File: src/rtl/mem_port_arbiter.sv
// mem_port_arbiter: one shared DRAM line port for the core's instruction-read
// and data-read/write line requests. One request is in flight at a time. The
// requester gets a single-cycle valid pulse when its line is done. If the DRAM
// never answers, a timeout ends the transaction and raises a sticky error flag.

module mem_port_arbiter #(
    parameter  int BYTE_OFF_BITS  = 5,
    parameter  int TIMEOUT_CYCLES = 64,
    localparam int LINE_SIZE      = 8 * (2 ** BYTE_OFF_BITS)
) (
    input  logic                 clk_i,
    input  logic                 rst_i,

    input  logic                 instr_read_enable_i,
    input  logic [31:0]          instr_addr_i,
    output logic                 instr_read_valid_o,
    output logic [LINE_SIZE-1:0] instr_read_data_o,

    input  logic                 data_read_enable_i,
    input  logic                 data_write_enable_i,
    input  logic [31:0]          data_addr_i,
    input  logic [LINE_SIZE-1:0] data_write_data_i,
    output logic                 data_read_valid_o,
    output logic                 data_write_valid_o,
    output logic [LINE_SIZE-1:0] data_read_data_o,

    output logic [31:0]          dram_addr_o,
    output logic                 dram_read_enable_o,
    output logic                 dram_write_enable_o,
    output logic [LINE_SIZE-1:0] dram_data_o,
    input  logic                 dram_read_valid_i,
    input  logic                 dram_write_valid_i,
    input  logic [LINE_SIZE-1:0] dram_data_i,

    output logic                 error_o
);

    // The counter only has to reach TIMEOUT_CYCLES-1: the timeout fires on the
    // edge that would have taken it to TIMEOUT_CYCLES.
    localparam int             CNT_W    = $clog2(TIMEOUT_CYCLES);
    localparam logic [CNT_W-1:0] CNT_LAST = CNT_W'(TIMEOUT_CYCLES - 1);

    typedef enum logic [2:0] {
        ST_IDLE,
        ST_INSTR_RD,
        ST_DATA_RD,
        ST_DATA_WR,
        ST_RESP
    } state_e;

    typedef enum logic {
        PORT_INSTR,
        PORT_DATA
    } port_e;

    // Control state
    state_e           state_q, state_d;
    port_e            last_grant_q, last_grant_d;
    logic [CNT_W-1:0] timeout_cnt_q, timeout_cnt_d;
    logic             error_q, error_d;

    // Registered outputs
    logic [31:0]          dram_addr_q, dram_addr_d;
    logic                 dram_read_en_q, dram_read_en_d;
    logic                 dram_write_en_q, dram_write_en_d;
    logic [LINE_SIZE-1:0] dram_data_q, dram_data_d;
    logic                 instr_valid_q, instr_valid_d;
    logic [LINE_SIZE-1:0] instr_data_q, instr_data_d;
    logic                 data_rd_valid_q, data_rd_valid_d;
    logic                 data_wr_valid_q, data_wr_valid_d;
    logic [LINE_SIZE-1:0] data_rd_data_q, data_rd_data_d;

    // Arbitration and completion decode
    logic data_pending;
    logic contested;
    logic grant_instr;
    logic grant_data;
    logic busy;
    logic dram_done;
    logic timed_out;
    logic finish;

    // Pick a winner for IDLE. A contested grant goes to the port that did not
    // win the last contested grant. An uncontested grant leaves that history
    // alone, so back-to-back ties alternate cleanly.
    always_comb begin
        data_pending = data_read_enable_i | data_write_enable_i;
        contested    = instr_read_enable_i & data_pending;
        grant_instr  = 1'b0;
        grant_data   = 1'b0;
        if (contested) begin
            if (last_grant_q == PORT_DATA) begin
                grant_instr = 1'b1;
            end else begin
                grant_data = 1'b1;
            end
        end else begin
            grant_instr = instr_read_enable_i;
            grant_data  = data_pending;
        end
    end

    // Decide whether the transaction in flight ends this cycle. A DRAM answer
    // takes priority over a timeout that lands on the same edge. A valid of
    // the wrong kind does not count.
    always_comb begin
        busy      = 1'b0;
        dram_done = 1'b0;
        case (state_q)
            ST_INSTR_RD, ST_DATA_RD: begin
                busy      = 1'b1;
                dram_done = dram_read_valid_i;
            end
            ST_DATA_WR: begin
                busy      = 1'b1;
                dram_done = dram_write_valid_i;
            end
            default: begin
                busy      = 1'b0;
                dram_done = 1'b0;
            end
        endcase
        timed_out = busy & ~dram_done & (timeout_cnt_q == CNT_LAST);
        finish    = dram_done | timed_out;
    end

    // State register: control flops, cleared asynchronously.
    always_ff @(posedge clk_i or posedge rst_i) begin
        if (rst_i) begin
            state_q       <= ST_IDLE;
            last_grant_q  <= PORT_DATA;
            timeout_cnt_q <= '0;
            error_q       <= 1'b0;
        end else begin
            state_q       <= state_d;
            last_grant_q  <= last_grant_d;
            timeout_cnt_q <= timeout_cnt_d;
            error_q       <= error_d;
        end
    end

    // Next-state logic: grant from IDLE, wait in a busy state, then one RESP
    // cycle so the requester can drop its enable before requests are sampled.
    always_comb begin
        state_d       = state_q;
        last_grant_d  = last_grant_q;
        timeout_cnt_d = timeout_cnt_q;
        error_d       = error_q;
        case (state_q)
            ST_IDLE: begin
                if (grant_instr) begin
                    state_d       = ST_INSTR_RD;
                    timeout_cnt_d = '0;
                    if (contested) begin
                        last_grant_d = PORT_INSTR;
                    end
                end else if (grant_data) begin
                    state_d       = data_write_enable_i ? ST_DATA_WR : ST_DATA_RD;
                    timeout_cnt_d = '0;
                    if (contested) begin
                        last_grant_d = PORT_DATA;
                    end
                end
            end
            ST_INSTR_RD, ST_DATA_RD, ST_DATA_WR: begin
                if (finish) begin
                    state_d = ST_RESP;
                    error_d = error_q | timed_out;
                end else begin
                    timeout_cnt_d = timeout_cnt_q + CNT_W'(1);
                end
            end
            ST_RESP: begin
                state_d = ST_IDLE;
            end
            default: begin
                state_d = ST_IDLE;
            end
        endcase
    end

    // Output logic: drive the DRAM on grant and hold it while busy. On
    // completion, drop the DRAM and pulse the owner's valid. Only a real DRAM
    // read answer updates the owner's line register; a timeout or a write
    // leaves it alone.
    always_comb begin
        dram_addr_d     = dram_addr_q;
        dram_read_en_d  = dram_read_en_q;
        dram_write_en_d = dram_write_en_q;
        dram_data_d     = dram_data_q;
        instr_valid_d   = 1'b0;
        instr_data_d    = instr_data_q;
        data_rd_valid_d = 1'b0;
        data_wr_valid_d = 1'b0;
        data_rd_data_d  = data_rd_data_q;
        case (state_q)
            ST_IDLE: begin
                if (grant_instr) begin
                    dram_addr_d    = instr_addr_i;
                    dram_read_en_d = 1'b1;
                end else if (grant_data) begin
                    dram_addr_d = data_addr_i;
                    if (data_write_enable_i) begin
                        dram_write_en_d = 1'b1;
                        dram_data_d     = data_write_data_i;
                    end else begin
                        dram_read_en_d = 1'b1;
                    end
                end
            end
            ST_INSTR_RD: begin
                if (finish) begin
                    dram_read_en_d = 1'b0;
                    instr_valid_d  = 1'b1;
                    if (dram_done) begin
                        instr_data_d = dram_data_i;
                    end
                end
            end
            ST_DATA_RD: begin
                if (finish) begin
                    dram_read_en_d  = 1'b0;
                    data_rd_valid_d = 1'b1;
                    if (dram_done) begin
                        data_rd_data_d = dram_data_i;
                    end
                end
            end
            ST_DATA_WR: begin
                if (finish) begin
                    dram_write_en_d = 1'b0;
                    data_wr_valid_d = 1'b1;
                end
            end
            default: begin
                dram_read_en_d  = dram_read_en_q;
                dram_write_en_d = dram_write_en_q;
            end
        endcase
    end

    // Output registers: cleared asynchronously so the DRAM enables drop the
    // moment reset is asserted and no stale valid can escape.
    always_ff @(posedge clk_i or posedge rst_i) begin
        if (rst_i) begin
            dram_addr_q     <= '0;
            dram_read_en_q  <= 1'b0;
            dram_write_en_q <= 1'b0;
            dram_data_q     <= '0;
            instr_valid_q   <= 1'b0;
            instr_data_q    <= '0;
            data_rd_valid_q <= 1'b0;
            data_wr_valid_q <= 1'b0;
            data_rd_data_q  <= '0;
        end else begin
            dram_addr_q     <= dram_addr_d;
            dram_read_en_q  <= dram_read_en_d;
            dram_write_en_q <= dram_write_en_d;
            dram_data_q     <= dram_data_d;
            instr_valid_q   <= instr_valid_d;
            instr_data_q    <= instr_data_d;
            data_rd_valid_q <= data_rd_valid_d;
            data_wr_valid_q <= data_wr_valid_d;
            data_rd_data_q  <= data_rd_data_d;
        end
    end

    assign instr_read_valid_o  = instr_valid_q;
    assign instr_read_data_o   = instr_data_q;
    assign data_read_valid_o   = data_rd_valid_q;
    assign data_write_valid_o  = data_wr_valid_q;
    assign data_read_data_o    = data_rd_data_q;
    assign dram_addr_o         = dram_addr_q;
    assign dram_read_enable_o  = dram_read_en_q;
    assign dram_write_enable_o = dram_write_en_q;
    assign dram_data_o         = dram_data_q;
    assign error_o             = error_q;

endmodule
File: config.mk
export PLATFORM = sky130hd
export DESIGN_NAME = mem_port_arbiter
export DESIGN_NICKNAME = d
export VERILOG_FILES = /design/src/rtl/mem_port_arbiter.sv
export SDC_FILE = /design/constraint.sdc
export NUM_CORES = 1
export LEC_CHECK = 0
export ABC_AREA = 1
export ABC_CLOCK_PERIOD_IN_PS = 70800
export CORE_AREA = 8 8 531 533
export CTS_BUF_LIST = sky130_fd_sc_hd__clkbuf_2
export CTS_CLUSTER_DIAMETER = 120
export CTS_CLUSTER_SIZE = 14
export DETAILED_ROUTE_END_ITERATION = 16
export DIE_AREA = 0 0 539 541
export GPL_TIMING_DRIVEN = 0
export MAX_ROUTING_LAYER = met4
export PLACE_DENSITY = 0.3
export SLEW_MARGIN = 20
export SYNTH_ARGS = -nofsm -noshare
export SYNTH_HDL_FRONTEND = slang
export SYNTH_SLANG_ARGS = --single-unit
File: constraint.sdc
create_clock -name clk_i -period 70.8 [get_ports clk_i]
set_input_delay 14.16 -clock clk_i [delete_from_list [all_inputs] [get_ports clk_i]]
set_output_delay 14.16 -clock clk_i [all_outputs]
set_load 0.02 [all_outputs]
# After elaboration in Yosys (flattened, before gate mapping)
# Index checks and enable logic that the tools add are counted.
dict set report totals {
  regBits 816
  in_bits 583
  out_inout_bits 806
}
dict set report op_classes {
  n_addsub 1
  n_eq_ne 15
  muxes 34
  bitwise_logic 8
  reduce_logical 17
}
# cell n
set op_table {}
lappend op_table {{two-way mux 32 bit} 2}
lappend op_table {{two-way mux 1 bit} 21}
lappend op_table {{two-way mux 6 bit} 3}
lappend op_table {{!= test 2 bit, second input constant} 7}
lappend op_table {{case mux 6 bit (2 select lines)} 1}
lappend op_table {{AND reduction 4 bit} 3}
lappend op_table {{two-way mux 3 bit} 3}
lappend op_table {{AND reduction 3 bit} 3}
lappend op_table {{nonzero test 2 bit} 4}
lappend op_table {{adder 6 x 1 -> 6 bit, second input constant} 1}
lappend op_table {{equality test 3 x 2 -> 1 bit, second input constant} 2}
lappend op_table {{equality test 6 bit, second input constant} 1}
lappend op_table {{!= test 3 bit, second input constant} 2}
lappend op_table {{case mux 1 bit (2 select lines)} 3}
lappend op_table {{case mux 3 bit (2 select lines)} 1}
lappend op_table {{AND reduction 2 bit} 3}
lappend op_table {{AND reduction 5 bit} 1}
lappend op_table {{!= test 2 x 1 -> 1 bit, second input constant} 2}
lappend op_table {{bitwise AND 1 bit} 3}
lappend op_table {{equality test 3 x 1 -> 1 bit, second input constant} 1}
lappend op_table {{zero test 3 bit} 1}
lappend op_table {{OR 1 bit} 3}
lappend op_table {{OR reduction 3 bit} 1}
lappend op_table {{NOT 1 bit} 2}
lappend op_table {{OR reduction 2 bit} 1}

# Longest topological paths before layout
# Gate-level depths: netlist (run 1).
dict set report logic_depth {
  depth_word 9
  mapped_depth 11
  mapped_depth_nobuf 9
}

# Worst setup path after synthesis (run 1)
# OpenSTA, ideal clock, no wires.
dict set report synth_timing {
  path_kind {input -> register}
  startpoint {in data_read_enable_i}
  endpoint {reg state_q[0]}
  setup_ns 0.121
  arrival_time_ns 15.114
  required_ns 70.679
  path_slack_ns 55.565
  cell_stages 6
  path_cell_list {nor2_1 o21ai_1 clkinv_1 clkbuf_1 o21ai_0 nand2_1}
}
dict set report synth_via {
  elab_chain_len 5
  word_cells_on_any_way 8
  cone_classes {eq/ne: 1; mux: 4; bitwise: 2; reduce/logical: 1}
}
# element line
set synth_rtl {}
lappend synth_rtl {{start: declaration} 19} ;# input logic data_read_enable_i,
lappend synth_rtl {{OR 1 bit (*)} 87} ;# data_pending = data_read_enable_i | data_write_enable_i;
lappend synth_rtl {{bitwise AND 1 bit} 88} ;# contested = instr_read_enable_i & data_pending;
lappend synth_rtl {{two-way mux 1 bit} 91} ;# if (contested) begin
lappend synth_rtl {{two-way mux 3 bit or != test 3 bit (tied branches)} --}
lappend synth_rtl {{case mux 3 bit (2 select lines) or AND reduction 2 bit (tied branches)} --}
lappend synth_rtl {{end signal: assignment} 135} ;# state_q <= state_d;
lappend synth_rtl {{end: declaration} 57} ;# state_e state_q, state_d;
# Mark *: on every way between the ends. The rest lies on a longest branch, timed or not.
# A chain may end at the register's enable or synchronous reset.

# Worst setup path after layout (run 1)
dict set report layout_timing {
  startpoint {reg instr_data_q[219], in the netlist instr_read_data_o[219]}
  endpoint {out instr_read_data_o[219]}
}
# element line
set layout_lines {}
lappend layout_lines {{start: declaration} 68} ;# logic [LINE_SIZE-1:0] instr_data_q, instr_data_d;
lappend layout_lines {{start signal: assignment} 261} ;# instr_data_q <= instr_data_d;
lappend layout_lines {{end: declaration} 17} ;# output logic [LINE_SIZE-1:0] instr_read_data_o,
# No word-level cell between the ends.

==> run summary, run 1 <==
status: completed
largest net degree at the start of global routing: 91
Area Growth Syn to Fin: 62.00%
setup TNS: 0 ns
ys flop type: dfrtp_1
I/O pin total: 1,389
sequential share of the synthesized area: 0.6491
Fin. Hold Viols: 0
synthesis warning total: 0
H-tree levels: 3
Post-Syn Nets: 4,074
distinct cell type count after synthesis: 27
non-filler cells, final: 8,659
Iter 0 DRT Violations: 1,584
# DRC: 0
largest family of logic cells by synthesized area: simple AND/OR/NAND/NOR gates
Synth area leader: dfrtp_1
CTS Buf Count: 72
Total GRT Usage: 0.1640
Inst Count DP: 8,479
Adder-Cell Fraction of Synth Area: 0.0003977
WS Path Type: flop to output port
worst hold path type: flop to flop
Levels on crit path: 1
filler instances: 30,640
CP endpoint kind: output port
Final period util: 0.2434
Worst Reg2Reg Path Length in Cells: 10
Synth Area per Inst: 9.015 um^2
share of the synthesized area in the top cell type: 0.6482
Avg WL per Cell: 27.93 um
nets@finish: 5,548
Reg clk slew, reported paths: 0.24 ns
core area: 272,900 um^2
Max Buffers Root-to-Sink: 3
gr ovfl total: 0
Setup crit start kind: flop
Core Util, Final: 0.1868
mux cell area share after synthesis: 0
DP HPWL: 203,800 um
slowest stage cell, crit path: clkdlybuf4s50_1
Clock Latency Late Sink: 1.55 ns
fmax: 0.05804 GHz
initial antenna violation count: 93
Tmin final: 17.23 ns
post-CTS setup buffers: 0
P per Cell Area: 47.30 nW/um^2
#FFs+latches synth: 816
Final Skew: 0.1655 ns
vias in the first global route: 31,770
CP max stage delay: 1.15 ns
Max-Cap Viols: 0
crit path DAT: 3.07 ns
Compound-Gate Fraction of Synth Area: 0.06196
top cells by area, synth: dfrtp_1, nand2_1, o21ai_0, nand3_1, nor2_1
TritonRoute pass-1 iters: 5
Required @ worst endpoint: 56.64 ns
Post-Synthesis Cell Area: 31,460 um^2
CTS resizes: 0
Synth async-reset ratio: 1.000
Clock Sinks: 816
Total Die Area: 291,600 um^2
area taken by multi-input logic gates: 9649 um^2
P_leak: 0.02297 uW
final setup vio count: 0
Reg area: 20,420 um^2
Post-Syn Instances: 3,490
pins over their slew limit: 0
CTS tree: done
RD Place Congestion: 0.8541
critical path, cell by cell: clkdlybuf4s50_1
Site Rows: 192
sum of buffers and inverters on the critical path: 1
CTS Hold Buffers Added: 0
die width: 539 um
share of layout cells above drive strength 1: 0.04435
hold depth: 2
first-pass GRT wire length: 316,000 um
Slew headroom: 0.3100
Post-Synth Simple-Gate Area: 0.2436
Initial Util: 0.1153
root buf cell: clkbuf_2
port bufs: 1,388
via count: 30,300
CP max FO: 2
Peak VDD IR: 14.57 uV
family with the most delay on the worst path: buffers and inverters
Die Span Y: 541 um
Routed WL: 241,800 um
Routed Antenna Nets: 0
RSZ-0062 raised after global routing: no
number of flops mapped to enable cells by yosys: 0
xor/xnor share of the synthesized area: 0.0005568
slew of the pin with the lowest slew margin: 1.032 ns
vias per inst: 3.499
[registers in the layout (all words and copies together), names as in the netlist]
signal and flops:
dram_write_enable_o 1, instr_read_data_o 256, last_grant_q 1, dram_addr_o 32, data_read_valid_o 1, dram_data_o 256
instr_read_valid_o 1, timeout_cnt_q 6, error_o 1, data_read_data_o 256, data_write_valid_o 1, state_q 3
dram_read_enable_o 1
[Yosys cell counts, types with 2 or more instances]
cell type,number
o21ai_0,264
inv_2,4
o21ai_1,2
buf_2,84
buf_6,12
buf_4,4
buf_1,2
inv_1,92
nand3_1,184
a21oi_1,82
nor2_1,128
a31oi_1,32
dfrtp_1,815
clkbuf_1,117
nand2_1,1656
[area by class of cell]
class,count,area share
Timing Repair Buffer,1400,0.2788
Multi-Input combinational cell,2358,0.1893
Tap cell,3589,0.08810
Clock inverter,15,0.003510
Clock buffer,78,0.007659
Sequential cell,816,0.4007
Antenna cell,87,0.004271
Buffer,219,0.02038
Inverter,97,0.007291
[power by group]
| part | internal, uW | switching [uW] | total (uW) |
|---|---|---|---|
| logic | 497 | 870 | 1370 |
| registers | 675 | 137 | 812 |
| clock network | 42.3 | 189 | 231 |
[cell families after synthesis]
family,count (synthesis)
buffers and inverters,316
AOI/OAI and AO/OA,381
adders and majority gates,1
xor gates and xnor gates,2
and+or+nand+nor,1974
DFF,816
[per-stage QoR]
step	setup slack, ns	cell area (um^2)	power [uW]	hold WS [ns]
final	53.57	50970	2411	0.4976
after global routing	53.10	50940	2579	0.5343
after CTS	53.02	50750	2489	0.5080
after detailed placement	53.67	50180	2240	0.4572
after global placement	17.95	49850	2241	0.4537
after floorplan	33.72	31460	1355	0.4803
[path summary, 6_finish.rpt]
path,slack (ns),end,startpoint
setup / recovery,53.57,instr_read_data_o[219],instr_read_data_o[219]
hold / removal,0.50,instr_read_data_o[121],instr_read_data_o[121]
setup reg to reg,67.08,data_read_data_o[149],state_q[0]
hold reg to reg,0.50,instr_read_data_o[121],instr_read_data_o[121]
max in group asynchronous,55.68,instr_read_data_o[53],rst_i
min in group asynchronous,12.92,data_read_data_o[217],rst_i
[cell usage in the layout, fill, tap and decap left out, types with 7 or more instances in the layout]
master	Yosys	final
nand2_1	1656	1656
clkdlybuf4s50_1	0	1388
dfrtp_1	815	815
o21ai_0	264	264
nand3_1	184	184
nor2_1	128	126
clkbuf_1	117	112
inv_1	92	91
diode_2	0	87
buf_2	84	84
clkbuf_2	0	83
a21oi_1	82	82
a31oi_1	32	32
buf_6	12	12
buf_16	0	11
inv_2	4	7
[metal layers]
metal / share of wire / routed length (um) / track usage / up-vias
met5: 0 / 0 / - / -
met4: 0.013 / 3191 / 0.02453 / 0
met3: 0.096 / 23270 / 0.06800 / 156
met2: 0.51 / 123100 / 0.2900 / 1120
met1: 0.38 / 92270 / 0.1751 / 14990
li1: - / - / - / 14030
(Power assumes the default switching activity.)
==> run 2, diff against run 1 <==
--- a/config.mk
+++ b/config.mk
@@ -6,13 +6,13 @@
 export NUM_CORES = 1
 export LEC_CHECK = 0
 export ABC_AREA = 1
-export ABC_CLOCK_PERIOD_IN_PS = 70800
-export CORE_AREA = 8 8 531 533
+export ABC_CLOCK_PERIOD_IN_PS = 14060
+export CORE_AREA = 8 8 538 540
 export CTS_BUF_LIST = sky130_fd_sc_hd__clkbuf_2
 export CTS_CLUSTER_DIAMETER = 120
 export CTS_CLUSTER_SIZE = 14
 export DETAILED_ROUTE_END_ITERATION = 16
-export DIE_AREA = 0 0 539 541
+export DIE_AREA = 0 0 546 548
 export GPL_TIMING_DRIVEN = 0
 export MAX_ROUTING_LAYER = met4
 export PLACE_DENSITY = 0.3
==> constraint.sdc (replaced) <==
create_clock -name clk_i -period 14.06 [get_ports clk_i]
set_input_delay 2.812 -clock clk_i [delete_from_list [all_inputs] [get_ports clk_i]]
set_output_delay 2.812 -clock clk_i [all_outputs]
set_load 0.02 [all_outputs]
==> run 2 against run 1 <==
Net effect:
- combinational power increased to 5.0 times the previous value
- sequential power increased to 5.0 times the previous value
- register-to-register slack got worse by 57 ns
- global-route usage decreased by 0.56 points
- setup slack got worse by 45 ns
- clock power increased to 5.1 times the previous value
- power increased to 5.0 times the previous value
- clock skew increased by 0.079 ns
- via count increased by 0.66%
- cell count increased by 2.0%
- flip-flop and latch count unchanged
- utilization decreased by 0.29 points
- critical path type unchanged
- largest cell class unchanged
- largest power group unchanged
==> run summary, run 2 (synthesis gave the netlist of run 1 again) <==
Final Skew: 0.2442 ns (+0.07870 ns)
setup TNS: 0 ns (unchanged)
CP max stage delay: 1.03 ns (-0.12 ns)
CP endpoint kind: output port
Routed Antenna Nets: 0 (unchanged)
Worst Reg2Reg Path Length in Cells: 9 (-1)
H-tree levels: 3 (unchanged)
CTS tree: done
Clock Latency Late Sink: 1.58 ns (+0.03 ns)
Die Span Y: 548 um (+1.3%)
vias per inst: 3.452 (-1.3%)
RSZ-0062 raised after global routing: no
Peak VDD IR: 86.51 uV (+490%)
share of layout cells above drive strength 1: 0.04925 (+0.004901)
die width: 546 um (+1.3%)
most frequent cells in the layout: nand2_1, clkdlybuf4s50_1, dfrtp_1, o21ai_0, nand3_1
Fin. Hold Viols: 0 (unchanged)
hold depth: 4 (+2)
Max-Cap Viols: 0 (unchanged)
# DRC: 0 (unchanged)
status: completed
core area: 280,800 um^2 (+2.9%)
worst hold path type: flop to flop
RD Place Congestion: 0.8638 (+1.1%)
area taken by multi-input logic gates: 9647 um^2 (about the same)
slew of the pin with the lowest slew margin: 1.105 ns (+0.07309 ns)
Setup crit start kind: flop
Initial Util: 0.1120 (-0.003253)
gr ovfl total: 0 (unchanged)
port bufs: 1,388 (unchanged)
most common cell after layout, fill and taps aside: nand2_1
vias in the first global route: 32,410 (+2.0%)
post-CTS setup buffers: 0 (unchanged)
Area Growth Syn to Fin: 64.09%
pins over their slew limit: 0 (unchanged)
CTS Buf Count: 75 (+4.2%)
P_leak: 0.02318 uW (+0.91%)
crit path DAT: 3.00 ns (-0.07 ns)
Total GRT Usage: 0.1583 (-0.005637)
Clock Sinks: 816 (unchanged)
root buf cell: clkbuf_2
Final period util: 0.4132
Core Util, Final: 0.1838 (-0.002930)
Tmin final: 5.809 ns
P per Cell Area: 235.3 nW/um^2 (+400%)
WS Path Type: flop to output port
Reg clk slew, reported paths: 0.31 ns (+0.07 ns)
Levels on crit path: 1 (unchanged)
largest net degree at the start of global routing: 30 (-67%)
Slew headroom: 0.2607 (-0.04929)
initial antenna violation count: 75 (-19%)
Max Buffers Root-to-Sink: 3 (unchanged)
nets@finish: 5,576 (+0.50%)
Site Rows: 195 (+1.6%)
first-pass GRT wire length: 315,500 um (-0.16%)
final setup vio count: 0 (unchanged)
filler instances: 31,530 (+2.9%)
slowest stage cell, crit path: clkdlybuf4s50_1
CTS Hold Buffers Added: 0 (unchanged)
CP max FO: 2 (unchanged)
Routed WL: 239,000 um (-1.2%)
DP HPWL: 202,000 um (-0.89%)
CTS resizes: 0 (unchanged)
TritonRoute pass-1 iters: 5 (unchanged)
reg2reg setup slack: 10.37 ns (-56.71 ns)
sum of buffers and inverters on the critical path: 1 (unchanged)
Iter 0 DRT Violations: 1,726 (+9.0%)
Reg area: 20,420 um^2 (unchanged)
via count: 30,500 (+0.66%)
family with the most delay on the worst path: buffers and inverters
critical path, cell by cell: clkdlybuf4s50_1
I/O pin total: 1,389 (unchanged)
Total Die Area: 299,200 um^2 (+2.6%)
Required @ worst endpoint: 11.25 ns (-45.39 ns)
fmax: 0.1721 GHz
Avg WL per Cell: 27.06 um (-3.1%)
==> run 2: cell count changes in the layout (fill, tap and decap cells not counted), moves of 3 or more <==
cell,delta
clkinv_8,+4
clkinv_4,+3
clkinvlp_4,+3
clkbuf_2,-3
diode_2,-12
clkbuf_1,+4
buf_12,+30
buf_16,-5
==> run 2: final cells by class <==
class	count	area share
Clock buffer	79	0.007659
Multi-Input combinational cell	2358	0.1869
Buffer	219	0.02002
Timing Repair Buffer	1425	0.2842
Inverter	97	0.007125
Tap cell	3743	0.09072
Clock inverter	21	0.004193
Antenna cell	75	0.003635
Sequential cell	816	0.3956
==> run 2: power by group <==
group          switching (uW)  internal (uW)  leakage (uW)  total, uW
logic                    4340           2520        0.0126       6860
registers                 705           3400        0.0101       4100
clock network             993            192      0.000426       1180
total                    6030           6120        0.0232      12200
==> run 2: path summary, 6_finish.rpt <==
path,from,to
max,instr_read_data_o[236],instr_read_data_o[236]
min,timeout_cnt_q[5],error_o
max reg2reg,state_q[0],instr_read_data_o[117]
min reg2reg,timeout_cnt_q[5],error_o
max in group asynchronous,rst_i,dram_data_o[182]
min in group asynchronous,rst_i,instr_read_data_o[102]
==> run 2: layer usage <==
metal | track usage | routed length, um
met5 | - | 0
met1 | 0.1760 | 94900
met4 | 0.03239 | 5326
met3 | 0.06498 | 23250
met2 | 0.2678 | 115500
==> run 2: per-stage QoR <==
| step | hold slack [ns] | std cells | worst slack (ns) | total power (uW) | instance area, um^2 |
|---|---|---|---|---|---|
| after CTS | 0.4266 | 8758 | 7.691 | 12520 | 51440 |
| after global routing | 0.5225 | 8818 | 7.779 | 13000 | 51590 |
| after detailed placement | 0.4574 | 8658 | 7.773 | 11240 | 50830 |
| final | 0.4763 | 8833 | 8.251 | 12150 | 51630 |
| after floorplan | 0.4803 | 3490 | 0.04428 | 6824 | 31470 |
| after global placement | 0.4535 | 8621 | -8.280 | 11220 | 50040 |
